[src/rtl/fetch_pkg.sv]
// fetch_pkg: shared types and constants for the fetch sequencer
package fetch_pkg;
  localparam int DEF_ADDR_W = 16;
  localparam int DEF_DATA_W = 16;
  localparam int FIFO_DEPTH = 2;
  typedef enum logic [1:0] {IDLE, RUN, HALT} state_t;
endpackage

[src/rtl/fetch_skid_fifo.sv]
// fetch_skid_fifo: 2-entry {pc,data} skid FIFO, flush beats push, push+pop same cycle allowed
module fetch_skid_fifo
  import fetch_pkg::*;
#(
  parameter int ADDR_W = DEF_ADDR_W,
  parameter int DATA_W = DEF_DATA_W
) (
  input  logic              clk,
  input  logic              rst,
  input  logic              push,
  input  logic              pop,
  input  logic              flush,
  input  logic [ADDR_W-1:0] push_pc,
  input  logic [DATA_W-1:0] push_data,
  output logic [1:0]        count,
  output logic [ADDR_W-1:0] head_pc,
  output logic [DATA_W-1:0] head_data
);
  logic [ADDR_W-1:0] pc_q   [FIFO_DEPTH];
  logic [DATA_W-1:0] data_q [FIFO_DEPTH];
  logic              deq;
  logic [1:0]        wr;
  assign deq       = pop && count != 2'd0;
  assign wr        = count - {1'b0, deq};
  assign head_pc   = pc_q[0];
  assign head_data = data_q[0];
  always_ff @(posedge clk) begin
    if (rst) begin
      count  <= '0;
      pc_q   <= '{default: '0};
      data_q <= '{default: '0};
    end else if (flush) begin
      count <= '0;
    end else begin
      count <= count + {1'b0, push} - {1'b0, deq};
      if (deq) begin
        pc_q[0]   <= pc_q[1];
        data_q[0] <= data_q[1];
      end
      if (push) begin
        pc_q[wr[0]]   <= push_pc;
        data_q[wr[0]] <= push_data;
      end
    end
  end
  assert property (@(posedge clk) disable iff (rst)
    !(push && !flush && !deq && count == 2'(FIFO_DEPTH)));
endmodule

[src/rtl/fetch_sequencer.sv]
// fetch_sequencer: PC generation, ROM latency tracking, skid buffering and redirect handling
module fetch_sequencer
  import fetch_pkg::*;
#(
  parameter int ADDR_W    = DEF_ADDR_W,
  parameter int DATA_W    = DEF_DATA_W,
  parameter int ROM_DEPTH = 100,
  parameter int RESET_PC  = 0
) (
  input  logic              clk,
  input  logic              rst,
  input  logic              start,
  output logic [ADDR_W-1:0] pco_out,
  input  logic [DATA_W-1:0] rom_instr,
  input  logic              redirect_valid,
  input  logic [ADDR_W-1:0] redirect_pc,
  output logic              instr_valid,
  input  logic              instr_ready,
  output logic [DATA_W-1:0] instr_data,
  output logic [ADDR_W-1:0] instr_pc,
  output logic              busy,
  output logic              halted,
  output logic              addr_err
);
  localparam logic [ADDR_W-1:0] DEPTH = ADDR_W'(ROM_DEPTH);
  localparam logic [ADDR_W-1:0] PC0   = ADDR_W'(RESET_PC);
  state_t            state;
  logic [ADDR_W-1:0] next_pc, pco_q, inflight_pc;
  logic [1:0]        count;
  logic              inflight, issue, pop, redir, bad, done;
  assign pop    = instr_valid & instr_ready;
  assign redir  = redirect_valid && state != IDLE;
  assign bad    = redirect_pc >= DEPTH;
  // credit counts the in-flight return so the FIFO can always absorb it
  assign issue  = state == RUN && !redir && next_pc < DEPTH &&
                  (3'(count) + 3'(inflight) - 3'(pop)) < 3'(FIFO_DEPTH);
  assign pco_out = issue ? next_pc : pco_q;
  assign done   = next_pc >= DEPTH && !inflight &&
                  (count == 2'd0 || (count == 2'd1 && pop));
  assign busy   = state == RUN;
  assign halted = state == HALT;
  assign instr_valid = count != 2'd0;
  fetch_skid_fifo #(.ADDR_W(ADDR_W), .DATA_W(DATA_W)) u_fifo (
    .clk       (clk),
    .rst       (rst),
    .push      (inflight & !redir),
    .pop       (pop),
    .flush     (redir),
    .push_pc   (inflight_pc),
    .push_data (rom_instr),
    .count     (count),
    .head_pc   (instr_pc),
    .head_data (instr_data)
  );
  always_ff @(posedge clk) begin
    if (rst) begin
      state       <= IDLE;
      next_pc     <= PC0;
      pco_q       <= PC0;
      inflight    <= 1'b0;
      inflight_pc <= '0;
      addr_err    <= 1'b0;
    end else begin
      pco_q    <= pco_out;
      inflight <= issue;
      if (issue) begin
        inflight_pc <= next_pc;
        next_pc     <= next_pc + 1'b1;
      end
      if (redir) begin
        next_pc  <= redirect_pc;
        state    <= bad ? HALT : RUN;
        addr_err <= addr_err | bad;
      end else if (state == IDLE && start) begin
        state   <= RUN;
        next_pc <= PC0;
      end else if (state == RUN && done) begin
        state <= HALT;
      end
    end
  end
endmodule

[config.mk]
export PLATFORM = sky130hd
export DESIGN_NAME = fetch_sequencer
export DESIGN_NICKNAME = d
export VERILOG_FILES = /design/src/rtl/fetch_pkg.sv /design/src/rtl/fetch_skid_fifo.sv /design/src/rtl/fetch_sequencer.sv
export SDC_FILE = /design/constraint.sdc
export NUM_CORES = 1
export LEC_CHECK = 0
export CORE_MARGIN = 3
export CORE_UTILIZATION = 53
export DETAILED_ROUTE_END_ITERATION = 16
export PLACE_DENSITY_LB_ADDON = 0.25
export REMOVE_ABC_BUFFERS = 1
export SYNTH_ARGS = -nofsm -noshare
export SYNTH_HDL_FRONTEND = slang
export SYNTH_SLANG_ARGS = --single-unit
[constraint.sdc]
create_clock -name clk -period 6 [get_ports clk]
set_clock_uncertainty 0.1 [all_clocks]
set_input_delay 0.6 -clock clk [delete_from_list [all_inputs] [get_ports clk]]
set_output_delay 0.6 -clock clk [all_outputs]
set_load 0.005 [all_outputs]
### Yosys cells after proc, flatten, opt, wreduce, memory -nomap -nowiden

Cells that the tools add are included.

* register bits after elaboration: 118
* input port bits: 37
* output and inout bits: 52
* logic and storage cells: 73

* add/subtract/negate cells: 6
* $lt $le $gt $ge: 6
* equality and inequality tests: 3
* mux-type cells: 20
* bitwise operators: 5
* reductions and logical operators: 22

Operators with widths (count)
* two-way mux 16 bit: 11
* bitwise mux 32 bit: 2
* two-way mux 32 bit: 2
* >= comparator 16 x 7 -> 1 bit (second input constant): 2
* adder 16 x 1 -> 16 bit (second input constant): 1
* demux 16 bit (select 1 bit): 1
* less-than comparator 16 x 7 -> 1 bit (second input constant): 1
* logical AND 1 bit: 11
* two-way mux 2 bit: 4
* nonzero test 3 bit: 2
* equality test 2 x 1 -> 1 bit (second input constant): 2
* logical NOT 2 bit: 2
* nonzero test 2 bit: 2
* adder 2 x 1 -> 3 bit: 1
* less-than comparator 3 x 2 -> 1 bit (second input constant): 1
* subtractor 3 x 1 -> 3 bit: 1
* adder 2 x 1 -> 2 bit: 1
* AND 1 bit: 2
* equality test 2 bit (second input constant): 1
* >= comparator 2 bit (second input constant): 1
* logical NOT 1 bit: 2
* less-than comparator 2 x 1 -> 1 bit (second input constant): 1
* inverter 1 -> 2 bit: 1
* AND reduction 2 bit: 1
* 6 further kinds: 6

### Longest topological paths before layout

Gate-level depths: netlist (run 1).

* depth after elaboration: 11
* gate-level depth with buffers: 14
* mapped depth without buffers: 11

### Hierarchy

Synthesis (run 1) repeated with hierarchy kept, for this count alone.

* cells, all modules: 740
* area, all modules: 6363.6 um^2

Modules (own cells, without submodules)
* fetch_skid_fifo: instances 1, cells an instance 479, area each 4031.4 um^2, seq. area each 1321.3 um^2
* fetch_sequencer: instances 1, cells an instance 261, area each 2332.2 um^2, seq. area each 1041.0 um^2

### Worst setup path before layout (run 1)

Ideal clock, no wire load.

* kind: register to output
* start: register u_fifo.count[1]
* end: output pco_out[10]
* arrival time: 2.830 ns
* required time: 5.300 ns
* path slack: 2.470 ns
* stages on the path, launching flop included: 14
* buffers on the path: 3
* cells stage by stage: dfxtp_1 -> or2_2 -> nand2_2 -> buf_2 -> inv_1 -> ha_1 -> nand2b_1 -> fa_1 -> xnor2_1 -> and4b_1 -> buf_6 -> nand2_1 -> clkbuf_1 -> and2_1

* cells in the longest elaborated chain, start to end: 6
* elaborated cells between the ends (all ways): 7
* classes of those cells: add/sub (2); order compare (1); mux (1); bitwise (1); reduce/logical (2)

RTL lines
* start: declaration: RTL line fetch_skid_fifo.sv:15 `output logic [1:0] count,`
* start signal: assignment: RTL line fetch_skid_fifo.sv:35 `count <= count + {1'b0, push} - {1'b0, deq};`
* nonzero test 2 bit: RTL line fetch_sequencer.sv:42 `assign instr_valid = count != 2'd0;`
* via instr_valid: RTL line fetch_sequencer.sv:17 `output logic instr_valid,`
* AND 1 bit: RTL line fetch_sequencer.sv:31 `assign pop = instr_valid & instr_ready;`
* subtractor 3 x 1 -> 3 bit: RTL line fetch_sequencer.sv:36 `(3'(count) + 3'(inflight) - 3'(pop)) < 3'(FIFO_DEPTH);`
* less-than comparator 3 x 2 -> 1 bit: RTL line fetch_sequencer.sv:36
* logical AND 1 bit: RTL line fetch_sequencer.sv:35 `assign issue = state == RUN && !redir && next_pc < DEPTH &&`
* two-way mux 16 bit: RTL line fetch_sequencer.sv:37 `assign pco_out = issue ? next_pc : pco_q;`
* end: declaration: RTL line fetch_sequencer.sv:13 `output logic [ADDR_W-1:0] pco_out,`

The timed path passes the listed nets, and every way through them passes these cells.

### Worst setup path in the final report (run 1)

* start: register u_fifo.count[1]
* end: output pco_out[8]

* cells in the longest elaborated chain, start to end: 6
* elaborated cells between the ends (all ways): 7
* classes of those cells: add/sub (2); order compare (1); mux (1); bitwise (1); reduce/logical (2)

RTL lines (RTL line)
* branches (longest 2 deep; another with adder 2 x 1 -> 3 bit)
* subtractor 3 x 1 -> 3 bit *: fetch_sequencer.sv:36
* less-than comparator 3 x 2 -> 1 bit *: fetch_sequencer.sv:36
* logical AND 1 bit *: fetch_sequencer.sv:35
* two-way mux 16 bit *: fetch_sequencer.sv:37

Every way passes the cells marked *.

==> results_dict.tcl, run 1 <==
set metrics [dict create \
    slowest_delay_ps 500 \
    finalCritPeriodShare_pct 88.5 \
    wirelength_um 11900 \
    period_minus_slack_ps 5310 \
    synth_top_area_share_pct 45.8 \
    fin_area_sq_um 6380 \
    criticalPathCategory "flop to output port" \
    die_h_um 105 \
    cts_sinks 118 \
    crit_chain "or2_2, nand2_2, inv_1, ha_1, nand2b_1, fa_1, xnor2_1, and4b_1, nand2_1, and2_1, clkdlybuf4s50_1" \
    critPathArrivalTime_ps 4610 \
    power_density_nw_per_um2 329 \
    dp_hpwl_um 7450 \
    min_path_type "flop to flop" \
    ys.warnings.count 0 \
    pre_cts_ws_ps 845 \
    crit_fanout 35 \
    drive_above_1_share_pct 8.56 \
    required_ps 5300 \
    postCtsSetupBuffers 0 \
    rows 35 \
    worstMarginPinSlew_ps 1150 \
    grt_pass1_wl_um 20200 \
    fin_ws_ps 688 \
    hold_ws_ps 348 \
    status "finished clean" \
    avgSynthCellArea_sq_um 8.37 \
    synth_top_area_cell "dfxtp_1" \
    dieArea_sq_um 10900 \
    syn_area_sq_um 5160 \
    final_util_pct 68.4 \
    io_pins 89 \
    syn_inst 616 \
    wl_per_cell_um 15.0 \
    start_util_pct 55.3 \
    first_pass_iters 5 \
    fin_nets 696 \
    gr-total-overflow 0 \
    grt_usage_pct 22.3 \
    cts_tree "done" \
    routabilityCongestion 0.795 \
    grt_setup_unrepaired "false" \
    hold_buffers 0 \
    drc 0 \
    numCtsBuffers 17 \
    fillers 788 \
    clock.fmax_mhz 188 \
    setup_viol_count_final 0 \
    synth_cell_types 52 \
    ys_seq_elements 118 \
    maxCapViolCount 0 \
    tns_ps 0 \
    ys_seq_area_share_pct 45.8 \
    synth_area_leaders "dfxtp_1, nand2_1, a21oi_1" \
    fp.dieW_um 105 \
    vias 4392 \
    portBuffers 88 \
    end_kind "output port" \
    ant_nets 0 \
    relSlewSlack_pct 23.1 \
    leakage_uw 0.00222 \
    grt_pass1_vias 4310 \
    slew_violations 0 \
    antenna_cells 0 \
    antenna_found_initial 0 \
    clock_path_buffers 2 \
    clk_latency_ps 520 \
    clkSlewWorstSetupHoldPaths_ps 60 \
    critPathSlowestCell "nand2_1" \
    crit_path_start_kind "flop" \
    grt_max_degree 96 \
    irDropWorstVdd_mv 0.184 \
    htreeDepth 4 \
    cts_root_buffer "clkbuf_8" \
    hold_viol 0 \
    area_delta_synth_final_pct 23.8 \
    core_sq_um 9330 \
    drt_iter0_markers 280 \
    cts_resized 0 \
    avgViaCountPerCell 5.52 \
    place_area_sq_um 5800 \
]
## worst paths after layout
check,slack [ps],to,cells past startpoint,start
worst max-delay path,690,pco_out[8],11,u_fifo.count[1]
worst max register to register,1950,next_pc[1],11,u_fifo.count[1]
worst min register to register,350,flop,2,flop
worst min-delay path,350,flop,2,flop
## metrics by stage
stage,power (uW),instances
finish,2100,795
global route,2190,795
CTS,2110,795
detailed placement,1140,763
global placement,1130,763
floorplan,1010,543
## critical path: cells and delay by family (launching register included)
family	cells	cell delay, ps
AND/OR/NAND/NOR	6	2180
adder cells (fa/ha/maj)	2	750
XOR/XNOR	1	200
flip-flops	1	370
buffers and inverters	2	590
## synth_stat cells, drive strengths merged
| library cell | instances |
|---|---|
| a211oi | 28 |
| a21oi | 62 |
| a221oi | 2 |
| a22oi | 3 |
| a311oi | 8 |
| a31o | 1 |
| a31oi | 1 |
| a32o | 1 |
| and2 | 29 |
| and3 | 5 |
| and4 | 3 |
| and4b | 1 |
| buf | 44 |
| clkbuf | 29 |
| dfxtp | 118 |
| fa | 1 |
| ha | 5 |
| inv | 7 |
| nand2 | 108 |
| nand2b | 2 |
| nand3 | 6 |
| nand4 | 6 |
| nand4b | 1 |
| nor2 | 49 |
| nor2b | 3 |
| nor3 | 7 |
| nor3b | 3 |
| nor4 | 2 |
| o21a | 1 |
| o21ai | 39 |
| o221a | 6 |
| o311ai | 2 |
| or2 | 3 |
| or3 | 26 |
| xnor2 | 3 |
| xor2 | 1 |
## cell families after synthesis
| kind of cell | count (synthesis) | synth area share (%) |
|---|---|---|
| DFF | 118 | 45.8 |
| AOI/OAI and AO/OA | 154 | 19.3 |
| adders and majority gates | 6 | 1.60 |
| buffers and inverters | 80 | 8.76 |
| and+or+nand+nor | 254 | 23.8 |
| xor gates and xnor gates | 4 | 0.680 |
## cell usage in the layout (no fill, tap or decap), types with 2 or more instances in the layout
cell type        instances
xnor2_1                  3
dfxtp_1                118
and4_1                   3
nand3_1                  6
and2_1                  29
a21oi_1                 56
o21ai_0                 36
clkinv_2                 2
inv_6                    2
a211oi_1                28
clkdlybuf4s50_1         87
clkbuf_16               16
a21oi_2                  6
bufinv_16                2
nor2_2                   2
and3_1                   4
nand4_1                  5
buf_4                    4
or2_2                    2
clkinvlp_4               5
nand2b_1                 2
ha_1                     5
clkbuf_8                 2
clkinv_4                 3
nand2_1                107
a311oi_1                 8
nor2_1                  46
a22oi_1                  3
o221a_1                  5
nor2b_1                  3
inv_1                    7
nor3b_1                  3
nor3_1                   7
or3_1                   26
## per-layer routing
layer / GRT usage, % / vias to the layer above / wire (um)
met2: 38.1 / 147 / 5930
met1: 27.1 / 2051 / 5140
met5: 0 / - / 0
met4: 7.97 / 0 / 138
met3: 5.74 / 15 / 716
li1: - / 2179 / -
## where the power goes
group          leakage (uW)  internal, uW  switching, uW  total (uW)
combinational      0.000997           130            149         279
sequential         0.000953           818           30.0         848
clock              0.000270           603            367         970
total               0.00222          1550            546        2100
## layout make-up
| cell class | instances | area (sq um) | share of cell area (%) |
|---|---|---|---|
| Inverter | 7 | 26.3 | 0.412 |
| Timing Repair Buffer | 91 | 901 | 14.1 |
| Clock inverter | 14 | 151 | 2.37 |
| Sequential cell | 118 | 2360 | 37.0 |
| Clock buffer | 18 | 428 | 6.70 |
| Tap cell | 129 | 161 | 2.53 |
| Multi-Input combinational cell | 418 | 2350 | 36.9 |
Power figures use the tool's default switching activity.
==> run 2: changes to the inputs <==
--- a/config.mk
+++ b/config.mk
@@ -7,6 +7,7 @@
 export LEC_CHECK = 0
 export CORE_MARGIN = 3
 export CORE_UTILIZATION = 53
+export CTS_CLUSTER_DIAMETER = 60
 export DETAILED_ROUTE_END_ITERATION = 16
 export PLACE_DENSITY_LB_ADDON = 0.25
 export REMOVE_ABC_BUFFERS = 1
==> results of run 2 <==
No change in the layout: final DEF, timing and power equal those of run 1.
==> run 3: changes to the inputs <==
--- a/config.mk
+++ b/config.mk
@@ -5,8 +5,9 @@
 export SDC_FILE = /design/constraint.sdc
 export NUM_CORES = 1
 export LEC_CHECK = 0
-export CORE_MARGIN = 3
+export CORE_MARGIN = 10
 export CORE_UTILIZATION = 53
+export CTS_BUF_LIST = sky130_fd_sc_hd__clkbuf_2 sky130_fd_sc_hd__clkbuf_4 sky130_fd_sc_hd__clkbuf_8
 export CTS_CLUSTER_DIAMETER = 60
 export DETAILED_ROUTE_END_ITERATION = 16
 export PLACE_DENSITY_LB_ADDON = 0.25
==> run 3 against run 2 <==
Clock power shrank 17%. Combinational power barely moved. Die area increased by 29%. Worst hold slack improved by 2.5 ps. Maximum frequency up 4.3%. Sequential power about the same. Critical path depth up 1. Largest cell class unchanged. Largest power group is now registers.
==> results_dict.tcl, run 3 (synthesis gave the netlist of run 1 again) <==
set metrics [dict create \
    vias 4377 \
    crit_chain "or2_2, nand2_2, buf_4, inv_1, ha_1, nand2b_1, fa_1, xnor2_1, and4b_1, nand2_1, and2_1, clkdlybuf4s50_1" \
    min_path_type "flop to flop" \
    hold_viol 0 \
    start_util_pct 55.0 \
    core_sq_um 9370 \
    rows 35 \
    status "finished clean" \
    net-switching-power_uw 513 \
    grt_pass1_wl_um 20700 \
    maxCapViolCount 0 \
    cts_root_buffer "clkbuf_8" \
    antenna_found_initial 0 \
    setup_viol_count_final 0 \
    top_usage_layer "met2" \
    fin_area_sq_um 6250 \
    place_area_sq_um 5800 \
    grt_pass1_vias 4279 \
    leakage_uw 0.00218 \
    area_delta_synth_final_pct 21.3 \
    drc 0 \
    swShare_pct 26.5 \
    relSlewSlack_pct 21.1 \
    clock_path_buffers 2 \
    postCtsSetupBuffers 0 \
    grt_setup_unrepaired "false" \
    hold_buffers 0 \
    cp_top_family "simple AND/OR/NAND/NOR gates" \
    grt_max_degree 96 \
    wirelength_um 12300 \
    dieArea_sq_um 14100 \
    clk_latency_ps 420 \
    worstMarginPinSlew_ps 1180 \
    end_kind "output port" \
    met1_usage_pct 20.8 \
    clkPwrFrac_pct 41.7 \
    numCtsBuffers 17 \
    crit_path_start_kind "flop" \
    use_met3_pct 5.90 \
    crit_fanout 35 \
    gr-total-overflow 0 \
    wl_per_cell_um 15.5 \
    criticalPathCategory "flop to output port" \
    slew_violations 0 \
    fin_nets 696 \
    power_density_nw_per_um2 309 \
    cts_sinks 118 \
    antenna_cells 0 \
    gr-usage-met2_pct 28.4 \
    mostFrequentLayoutCells "dfxtp_1, nand2_1, clkdlybuf4s50_1, a21oi_1, nor2_1" \
    ant_nets 0 \
    avgViaCountPerCell 5.51 \
    irDropWorstVdd_mv 0.173 \
    pre_cts_ws_ps 1000 \
    critPathSlowestCell "nand2_1" \
    layout_commonest_cell "dfxtp_1" \
    die_h_um 119 \
    clock.fmax_mhz 196 \
    period_minus_slack_ps 5090 \
    cts_resized 0 \
    first_pass_iters 5 \
    grt_usage_pct 17.3 \
    slowest_delay_ps 490 \
    cts_tree "done" \
    cp_num_buf_inv 3 \
    portBuffers 88 \
    finalCritPeriodShare_pct 84.9 \
    drt_iter0_markers 313 \
    hold_ws_ps 350 \
    htreeDepth 4 \
    critPathArrivalTime_ps 4390 \
    fp.dieW_um 119 \
    clkSlewWorstSetupHoldPaths_ps 70 \
    tns_ps 0 \
    drive_above_1_share_pct 8.56 \
    sequentialPowerShare_pct 43.8 \
    required_ps 5300 \
    fillers 824 \
    p_int_uw 1420 \
    dp_hpwl_um 7990 \
    io_pins 89 \
    routabilityCongestion 0.812 \
    pwr-share-comb_pct 14.5 \
    fin_ws_ps 907 \
]
## run 3: power groups by stage
stage               sequential, uW  clock, uW  combinational [uW]
detailed placement             865          0                 282
floorplan                      860          0                 150
CTS                            846        817                 283
global route                   851        858                 313
global placement               863          0                 275
finish                         847        807                 281
## run 3: stage by stage
stage | total power (uW) | utilization [%] | std cells
3_3_place_gp | 1140 | 61.9 | 763
3_5_place_dp | 1150 | 61.9 | 763
5_1_grt | 2020 | 66.7 | 795
2_1_floorplan | 1010 | - | 543
6_report | 1930 | 66.7 | 795
4_1_cts | 1950 | 66.7 | 795
## run 3: path summary, 6_finish.rpt
kind,slack [ps],cells after the start,end,from
hold / removal,350,2,flop,flop
hold reg to reg,350,2,flop,flop
setup / recovery,910,12,pco_out[13],u_fifo.count[1]
setup reg to reg,2070,12,next_pc[1],u_fifo.count[1]
## run 3: metal layers
| layer | vias up | wire (um) | part of all wire, % |
|---|---|---|---|
| li1 | 2181 | - | - |
| met1 | 2025 | 5390 | 44 |
| met3 | 10 | 919 | 7.5 |
| met5 | - | 0 | 0 |
| met2 | 161 | 5880 | 48 |
| met4 | 0 | 97 | 0.79 |
## run 3: layout make-up
class	count	area, sq um	share of cell area, %
inverters	7	26.3	0.420
flip-flops and latches	118	2360	37.8
clock inverters	13	195	3.12
clock buffers	19	255	4.08
well taps	129	161	2.58
multi-input cells	418	2350	37.6
repair buffers	91	901	14.4
## run 3: tightest hold or removal path: stages, from the launching register on
cell     delay (ps)
dfxtp_1         310
nand2_1          50
a21oi_1          50
